==> src/rtl/mem_access_unit.sv <==
// rtl/mem_access_unit.sv - load/store unit between the datapath and a word-addressed data memory
//
// Purpose:
//   Accepts one load or store request at a time, decodes the RISC-V funct3
//   size/sign field, and drives a word-addressed data memory. Loads extract
//   and extend a byte, halfword or word lane. Byte and halfword stores use a
//   read-modify-write of the containing word; word stores write directly.
//   Misaligned accesses and illegal funct3 codes complete with an error
//   response and never touch memory.
//
// Optional feature (macro MAU_ACCESS_COUNT_EN):
//   When defined, adds o_ld_count, o_st_count and o_err_count (16-bit
//   wrapping counters of successful loads, successful stores and errored
//   requests). When undefined those ports and registers do not exist.
//
// Ports:
//   i_clk          system clock, all state updates on posedge
//   i_reset        synchronous active-high reset
//   i_req_valid    request present (held by the requester until accepted)
//   o_req_ready    unit idle and able to accept a request
//   i_req_write    1 = store, 0 = load
//   i_req_addr     byte address
//   i_req_wdata    store data (low bits used for SB/SH)
//   i_req_funct3   size/sign code
//   o_resp_valid   one-cycle completion pulse
//   o_resp_rdata   extended load data, 0 for stores and errors
//   o_resp_err     misaligned or illegal funct3, qualified by o_resp_valid
//   o_dmem_addr    word-aligned memory address
//   o_dmem_din     memory write data
//   o_dmem_read    memory read enable
//   o_dmem_write   memory write enable (memory commits on the negedge)
//   i_dmem_dout    asynchronous memory read data
//   o_ld_count     successful loads        (MAU_ACCESS_COUNT_EN only)
//   o_st_count     successful stores       (MAU_ACCESS_COUNT_EN only)
//   o_err_count    errored requests        (MAU_ACCESS_COUNT_EN only)

module mem_access_unit #(
  parameter int ADDR_W = 32
) (
  input  logic              i_clk,
  input  logic              i_reset,
  input  logic              i_req_valid,
  output logic              o_req_ready,
  input  logic              i_req_write,
  input  logic [ADDR_W-1:0] i_req_addr,
  input  logic [31:0]       i_req_wdata,
  input  logic [2:0]        i_req_funct3,
  output logic              o_resp_valid,
  output logic [31:0]       o_resp_rdata,
  output logic              o_resp_err,
  output logic [ADDR_W-1:0] o_dmem_addr,
  output logic [31:0]       o_dmem_din,
  output logic              o_dmem_read,
  output logic              o_dmem_write,
  input  logic [31:0]       i_dmem_dout
`ifdef MAU_ACCESS_COUNT_EN
  ,
  output logic [15:0]       o_ld_count,
  output logic [15:0]       o_st_count,
  output logic [15:0]       o_err_count
`endif
);

  typedef enum logic [2:0] {
    S_IDLE   = 3'd0,
    S_LOAD   = 3'd1,
    S_RMW_RD = 3'd2,
    S_WRITE  = 3'd3,
    S_RESP   = 3'd4
  } state_t;

  state_t              r_state;
  logic                r_req_ready;
  logic                r_resp_valid;
  logic [31:0]         r_resp_rdata;
  logic                r_resp_err;
  logic [ADDR_W-1:0]   r_dmem_addr;
  logic [31:0]         r_dmem_din;
  logic                r_dmem_read;

  // Captured request fields needed after the accept cycle.
  logic                r_write;
  logic [1:0]          r_off;
  logic [2:0]          r_funct3;
  logic [15:0]         r_wdata;

  logic                w_accept;
  logic                w_req_err;
  logic [31:0]         w_load_data;
  logic [31:0]         w_merge_data;

  // Error decode on the incoming request. Loads allow 000,001,010,100,101;
  // stores allow only 000,001,010. Halfwords need addr[0]=0, words addr[1:0]=0.
  function automatic logic f_req_err(input logic       write,
                                     input logic [1:0] off,
                                     input logic [2:0] f3);
    logic err;
    case (f3)
      3'b000:  err = 1'b0;
      3'b001:  err = off[0];
      3'b010:  err = |off;
      3'b100:  err = write;
      3'b101:  err = write | off[0];
      default: err = 1'b1;
    endcase
    return err;
  endfunction

  // Little-endian lane extraction with sign or zero extension.
  function automatic logic [31:0] f_load_extract(input logic [31:0] word,
                                                 input logic [1:0]  off,
                                                 input logic [2:0]  f3);
    logic [7:0]  b;
    logic [15:0] h;
    logic [31:0] v;
    case (off)
      2'd0:    b = word[7:0];
      2'd1:    b = word[15:8];
      2'd2:    b = word[23:16];
      default: b = word[31:24];
    endcase
    h = off[1] ? word[31:16] : word[15:0];
    case (f3)
      3'b000:  v = {{24{b[7]}}, b};
      3'b001:  v = {{16{h[15]}}, h};
      3'b100:  v = {24'd0, b};
      3'b101:  v = {16'd0, h};
      default: v = word;
    endcase
    return v;
  endfunction

  // Replace the addressed byte or halfword lane of the word read back from
  // memory; every other byte is carried through unchanged.
  function automatic logic [31:0] f_store_merge(input logic [31:0] word,
                                                input logic [1:0]  off,
                                                input logic [2:0]  f3,
                                                input logic [15:0] wd);
    logic [31:0] m;
    m = word;
    if (f3[1:0] == 2'b00) begin
      case (off)
        2'd0:    m[7:0]   = wd[7:0];
        2'd1:    m[15:8]  = wd[7:0];
        2'd2:    m[23:16] = wd[7:0];
        default: m[31:24] = wd[7:0];
      endcase
    end else if (off[1]) begin
      m[31:16] = wd;
    end else begin
      m[15:0] = wd;
    end
    return m;
  endfunction

  always_comb begin
    w_accept     = i_req_valid && r_req_ready;
    w_req_err    = f_req_err(i_req_write, i_req_addr[1:0], i_req_funct3);
    w_load_data  = f_load_extract(i_dmem_dout, r_off, r_funct3);
    w_merge_data = f_store_merge(i_dmem_dout, r_off, r_funct3, r_wdata);
  end

  always_ff @(posedge i_clk) begin
    if (i_reset) begin
      r_state      <= S_IDLE;
      r_req_ready  <= 1'b1;
      r_resp_valid <= 1'b0;
      r_resp_rdata <= 32'd0;
      r_resp_err   <= 1'b0;
      r_dmem_addr  <= '0;
      r_dmem_din   <= 32'd0;
      r_dmem_read  <= 1'b0;
      r_write      <= 1'b0;
      r_off        <= 2'd0;
      r_funct3     <= 3'd0;
      r_wdata      <= 16'd0;
    end else begin
      // Pulsed outputs default low; states that need them set them again.
      r_resp_valid <= 1'b0;
      r_dmem_read  <= 1'b0;
      case (r_state)
        S_IDLE: begin
          if (w_accept) begin
            r_req_ready <= 1'b0;
            r_write     <= i_req_write;
            r_off       <= i_req_addr[1:0];
            r_funct3    <= i_req_funct3;
            r_wdata     <= i_req_wdata[15:0];
            if (w_req_err) begin
              // Errors skip memory entirely and respond next cycle.
              r_state      <= S_RESP;
              r_resp_valid <= 1'b1;
              r_resp_err   <= 1'b1;
              r_resp_rdata <= 32'd0;
            end else begin
              r_dmem_addr <= {i_req_addr[ADDR_W-1:2], 2'b00};
              if (!i_req_write) begin
                r_state     <= S_LOAD;
                r_dmem_read <= 1'b1;
              end else if (i_req_funct3[1:0] == 2'b10) begin
                r_state    <= S_WRITE;
                r_dmem_din <= i_req_wdata;
              end else begin
                r_state     <= S_RMW_RD;
                r_dmem_read <= 1'b1;
              end
            end
          end
        end
        S_LOAD: begin
          r_state      <= S_RESP;
          r_resp_valid <= 1'b1;
          r_resp_err   <= 1'b0;
          r_resp_rdata <= w_load_data;
        end
        S_RMW_RD: begin
          r_state    <= S_WRITE;
          r_dmem_din <= w_merge_data;
        end
        S_WRITE: begin
          r_state      <= S_RESP;
          r_resp_valid <= 1'b1;
          r_resp_err   <= 1'b0;
          r_resp_rdata <= 32'd0;
        end
        S_RESP: begin
          r_state     <= S_IDLE;
          r_req_ready <= 1'b1;
        end
        default: begin
          r_state     <= S_IDLE;
          r_req_ready <= 1'b1;
        end
      endcase
    end
  end

`ifdef MAU_ACCESS_COUNT_EN
  logic [15:0] r_ld_count;
  logic [15:0] r_st_count;
  logic [15:0] r_err_count;

  // Counted once per response, in the RESP cycle; 16-bit adds wrap naturally.
  always_ff @(posedge i_clk) begin
    if (i_reset) begin
      r_ld_count  <= 16'd0;
      r_st_count  <= 16'd0;
      r_err_count <= 16'd0;
    end else if (r_state == S_RESP) begin
      if (r_resp_err) begin
        r_err_count <= r_err_count + 16'd1;
      end else if (r_write) begin
        r_st_count <= r_st_count + 16'd1;
      end else begin
        r_ld_count <= r_ld_count + 16'd1;
      end
    end
  end

  assign o_ld_count  = r_ld_count;
  assign o_st_count  = r_st_count;
  assign o_err_count = r_err_count;
`endif

  // The write strobe is gated by reset so a reset landing in WRITE cancels
  // the memory commit that would otherwise happen on this cycle's negedge.
  assign o_dmem_write = (r_state == S_WRITE) && !i_reset;
  assign o_req_ready  = r_req_ready;
  assign o_resp_valid = r_resp_valid;
  assign o_resp_rdata = r_resp_rdata;
  assign o_resp_err   = r_resp_err;
  assign o_dmem_addr  = r_dmem_addr;
  assign o_dmem_din   = r_dmem_din;
  assign o_dmem_read  = r_dmem_read;

endmodule

==> config.mk <==
export PLATFORM = sky130hd
export DESIGN_NAME = mem_access_unit
export DESIGN_NICKNAME = d
export VERILOG_FILES = /design/src/rtl/mem_access_unit.sv
export SDC_FILE = /design/constraint.sdc
export NUM_CORES = 1
export LEC_CHECK = 0
export CORE_MARGIN = 2
export CORE_UTILIZATION = 45
export DETAILED_ROUTE_END_ITERATION = 8
export GPL_TIMING_DRIVEN = 0
export PLACE_DENSITY = 0.91
export RECOVER_POWER = 25
export SETUP_SLACK_MARGIN = 0.3
export SYNTH_ARGS = -nofsm -noshare
export SYNTH_HDL_FRONTEND = slang
export SYNTH_SLANG_ARGS = --single-unit
==> constraint.sdc <==
create_clock -name i_clk -period 2.45 [get_ports i_clk]
set_clock_uncertainty 0.15 [all_clocks]
set_input_delay 0.245 -clock i_clk [delete_from_list [all_inputs] [get_ports i_clk]]
set_output_delay 0.245 -clock i_clk [all_outputs]
set_load 0.01 [all_outputs]
== After elaboration in Yosys (flattened, before gate mapping) ==
Cells that the tools add are included.

* Register bits after elaboration: 122
* Input bits: 103
* Word-level logic and storage cells: 90

* Equal/unequal tests: 18
* Multiplexer cells: 34
* Bitwise operators: 5
* Reduce and logical (&&, ||, !) cells: 22

{| class="wikitable"
|+ Operator list
! operator !! number
|-
| $mux 32 || 7
|-
| $pmux 32 s4 || 1
|-
| $pmux 32 s3 || 1
|-
| $pmux 32 s2 || 1
|-
| $mux 16 || 3
|-
| $mux 8 || 4
|-
| $pmux 8 s3 || 1
|-
| $eq 3x3->1 const B || 4
|-
| $ne 2x2->1 const B || 5
|-
| $eq 3x1->1 const B || 3
|-
| $eq 3x2->1 const B || 3
|-
| $logic_not 3->1 || 3
|-
| $pmux 3 s3 || 1
|-
| $reduce_and 3->1 || 3
|-
| $mux 1 || 8
|-
| $mux 3 || 2
|-
| $pmux 1 s2 || 3
|-
| $reduce_or 3->1 || 2
|-
| $pmux 1 s5 || 1
|-
| $reduce_and 5->1 || 1
|-
| $eq 2x2->1 const B || 2
|-
| $logic_not 2->1 || 2
|-
| $not 1->1 || 4
|-
| $reduce_and 2->1 || 2
|-
| other kinds (9) || 12
|}

== Depth between registers and ports, before layout ==
* Word-level depth: 6
* Depth in mapped cells: 7
* Depth with buffers taken out: 4

== Least setup slack after synthesis ==
No wires, ideal clock.

* Path kind: input-to-reg
* Start: in i_req_addr[0]
* End: reg r_dmem_din[16], in the netlist o_dmem_din[16]
* Setup time: 122 ps
* Arrival: 1595 ps
* Data required time: 2178 ps
* Setup slack: 583 ps
* Stages: 5
* Path buffers: 1
* Path through: or3_4 -> o31ai_4 -> a21oi_2 -> buf_6 -> a221o_1

* Word-level cells in the longest chain between the ends: 4

{| class="wikitable"
|+ Ends and longest elaborated chain
! element !! RTL line !! RTL
|-
| from (decl) || 45 || <nowiki>input logic [ADDR_W-1:0] i_req_addr,</nowiki>
|-
| $or 1x1->1 or $reduce_or 2->1 (tied branches) || 103, 101 ||
|-
| $pmux 1 s5 (*) || 98 || <nowiki>case (f3)</nowiki>
|-
| $ne 2x2->1 (no source line) (*) || - ||
|-
| $reduce_and 5->1 (no source line) (*) || - ||
|-
| to (signal assigned) || 202 || <nowiki>r_dmem_din <= i_req_wdata;</nowiki>
|-
| to (signal assigned) || 218 || <nowiki>r_dmem_din <= w_merge_data;</nowiki>
|-
| to (decl) || 78 || <nowiki>logic [31:0] r_dmem_din;</nowiki>
|}

Every way passes the cells marked *; elsewhere a longest branch is shown, timed or not.
A chain may end at the register's enable or synchronous reset.

== Worst setup path after layout ==
* Start: in i_req_funct3[0]
* End: reg r_dmem_read, in the netlist o_dmem_read

* Word-level cells in the longest chain between the ends: 3

{| class="wikitable"
|+ Ends and longest elaborated chain
! element !! RTL line !! RTL
|-
| from (decl) || 47 || <nowiki>input logic [2:0] i_req_funct3,</nowiki>
|-
| $eq 3x3->1, or another cell as far along || 98 ||
|-
| $pmux 1 s5 or $mux 1 (tied branches) || 98, 200 ||
|-
| $reduce_or 4->1 (no source line) or $mux 1 (tied branches) || - ||
|-
| to (signal assigned) || 172 || <nowiki>r_dmem_read <= 1'b0;</nowiki>
|-
| to (signal assigned) || 180 || <nowiki>r_dmem_read <= 1'b0;</nowiki>
|-
| to (signal assigned) || 199 || <nowiki>r_dmem_read <= 1'b1;</nowiki>
|-
| to (decl) || 79 || <nowiki>logic r_dmem_read;</nowiki>
|}

Several ways; a longest one is shown, not always the timed one.

==> out/summary.txt <==
clock slew at the register clock pins of the worst setup and hold paths - 0.06 ns
endpoint arrival time on the critical path - 2.38 ns
maximum clock path buffer count - 2
Die Span X - 115.3 um
Final ANT Viol Nets - 0
vias in the first global route - 5801
Iter 0 DRT Violations - 523
number of buffers added by the clock tree synthesis step - 17
IR drop worst, VDD - 0.5326 mV
total count of max-transition violations in the final report - 0
hold violation count in the final report - 0
Hold Path Class - primary input to register
sequential fraction of the synthesis area - 0.4383
leading cell types in the layout, fill and taps excluded - clkdlybuf4s50_1 (149), dfxtp_1 (122), nand2_1 (110), a21oi_1 (71), dlygate4sd3_1 (50)
crit path max fanout - 10
first-pass GRT wire length - 30630 um
kind of end point of the critical path - register
fin crit period - 2.211 ns
share of cells above drive strength 1 - 0.1160
signed area change from the synthesized netlist to the final layout - 54.27%
post-synthesis async set-or-reset flop share - 0
cell at the slowest stage of the critical path - dlygate4sd3_1
area taken by multi-input logic gates - 2965 um^2
number of fill cells - 870
class of the most critical setup path - primary input to register
area enclosed by the die boundary - 13290 um^2
PwrDens - 695.7 nW/um^2
number of distinct library cells after synthesis - 55
pin count of the biggest net entering global routing - 17
drt pass-1 iters - 7
number of endpoints failing setup at the final stage - 0
transition at the pin with the smallest max-transition slack - 0.5969 ns
crit-path cells - dlygate4sd3_1 > a221oi_2 > o2111ai_1 > clkbuf_1 > a311oi_1
post-route standard cell area excluding fillers - 8597 um^2
I/O pin count - 204
total global routing track utilization - 0.2989
total of warnings raised by yosys - 0
total core area - 12060 um^2
register bit count reported by yosys - 122
startpoint types - primary input
number of max-cap violations - 0
Initial Utilization - 0.4620
run status - completed
final weighted congestion in routability-driven placement - 1.012
Max Clock Freq - 452.2 MHz
insertion delay to the later sink of the worst-skew pair - 0.42 ns
setup repair after global routing missed its margin - yes
Slew headroom - 0.6021
fin util - 0.7128
sum of buffers and inverters on the critical path - 2
most used flip-flop cell after synthesis - dfxtp_1
family of cells with the greatest summed delay on the critical path - compound AO/OA/AOI/OAI gates
worst endpoint required time - 2.62 ns
initial antenna violation count - 0
Detail Placement HPWL - 14610 um
final routed wirelength across all metal layers - 20100 um
Worst Hold Slack - 0.2199 ns
clock net sink count - 122
ratio of final minimum period to clock period - 0.9026
synthesized area per cell - 8.931 um^2
post-DR vias/cell - 5.904
Final Net Count - 952
row count - 40
y dimension of the die - 115.3 um
detailed-route DRC error count - 0
antenna fix cells - 0
number of vias after detailed routing - 6081
H-tree depth - 4
delay of the slowest cell on the worst path - 0.66 ns
IO Port Bufs - 201
cell count after synthesis - 624
combined flip-flop and latch cell area - 2442 um^2
Clk Tree Root Cell - clkbuf_16
most common cell after layout, fill and taps aside - clkdlybuf4s50_1
netlist area before placement - 5573 um^2
post-placement cell area - 7799 um^2
Post-synth EDFFs - 0
clock tree from TritonCTS - done
worst reg-to-reg setup slack - 0.31 ns
sum of overflow across all layers after global routing - 0
static power due to leakage - 3.232 nW
average wire per standard cell - 19.51 um
==> timing repair <==
item | CTS | global route
resized for setup | 12 | 24
endpoints found under the setup margin | 64 | 115
hold buffers | 0 | 0
buffers inserted | 2 | 2
pin swaps | 1 | 0
endpoints found under the hold margin | 0 | 0
==> area by class of cell <==
cell class | count | area share
buffer | 52 | 0.02998
clock buffer | 17 | 0.04948
clock inverter | 15 | 0.02751
inverter | 5 | 0.002765
multi-input combinational | 446 | 0.3449
sequential | 122 | 0.2841
tap | 168 | 0.02445
timing repair buffer | 205 | 0.2368
==> through the flow <==
step	power (mW)	TNS (ns)	instances	setup slack (ns)
4_1_cts	5.956	0	1028	0.2021
6_report	5.981	0	1030	0.2387
3_3_place_gp	3.115	-12.59	994	-0.3702
2_1_floorplan	2.675	0	625	0.5831
3_5_place_dp	3.138	-17.33	994	-0.3992
5_1_grt	6.167	0	1030	0.1267
==> worst reg2reg max path, stage by stage (launching register included) <==
cell and delay (ns):
dfxtp_1 0.52, nor2b_1 0.54, clkbuf_1 0.40, a31oi_1 0.15
a32o_1 0.27
==> report_power, final <==
part | switching [mW] | internal, mW
Clock | 1.00 | 1.83
Combinational | 0.532 | 0.479
Sequential | 0.0666 | 2.07
==> cells in the mapped netlist (3+ instances only) <==
cell       instances  area [um^2]
o2bb2ai_1         24        210.2
a2bb2oi_1          7        61.31
o31a_1             7        61.31
buf_4              5        37.54
inv_1              3        11.26
a221o_1           16        160.2
mux2_2            10        112.6
nand2b_1          13        81.33
or3_1              7        43.79
a21oi_1           71        355.3
a311oi_1          17        148.9
o22ai_1            8        50.05
o21ai_0           10        50.05
a22o_1             7        61.31
o21a_1             3        22.52
mux2i_1           44        440.4
clkbuf_1          26        97.59
nor2b_1            4        25.02
nor3_1             7        35.03
nor2_1            33        123.9
dfxtp_1          122         2442
nand2_1          110        412.9
buf_2             18        90.09
o221ai_1          14        122.6
==> registers in the layout, summed over array words and instances, names as in the netlist <==
register,cells
r_funct3,3
o_dmem_addr,30
o_resp_rdata,32
o_dmem_din,32
o_resp_valid,1
r_wdata,16
r_state,3
o_resp_err,1
o_req_ready,1
o_dmem_read,1
r_off,2
==> cell families after synthesis <==
family | after synthesis | share of synthesized area
AOI/OAI and AO/OA | 205 | 0.2687
buffers and inverters | 57 | 0.04715
DFF | 122 | 0.4383
muxes | 54 | 0.09924
other | 1 | 0.0006729
and+or+nand+nor | 185 | 0.1459
==> path summary, 6_finish.rpt <==
kind / startpoint / end / cells after the start
worst max-delay path: i_req_funct3[0] / o_dmem_read$_SDFF_PP0_ / 5
worst min-delay path: i_req_addr[23] / o_dmem_addr[23]$_SDFFE_PP0P_ / 3
worst max register to register: r_off[0]$_SDFFE_PP0P_ / o_resp_rdata[5]$_SDFFE_PP0P_ / 4
worst min register to register: o_dmem_addr[23]$_SDFFE_PP0P_ / o_dmem_addr[23]$_SDFFE_PP0P_ / 2
==> per-layer routing <==
metal / vias up / wire [um] / GRT usage
met5: - / 0 / 0
met4: 0 / 771 / 0.1341
met3: 81 / 1759 / 0.07591
met2: 358 / 9395 / 0.4761
met1: 2883 / 8174 / 0.3832
li1: 2759 / - / -
Power figures use the tool's default switching activity.
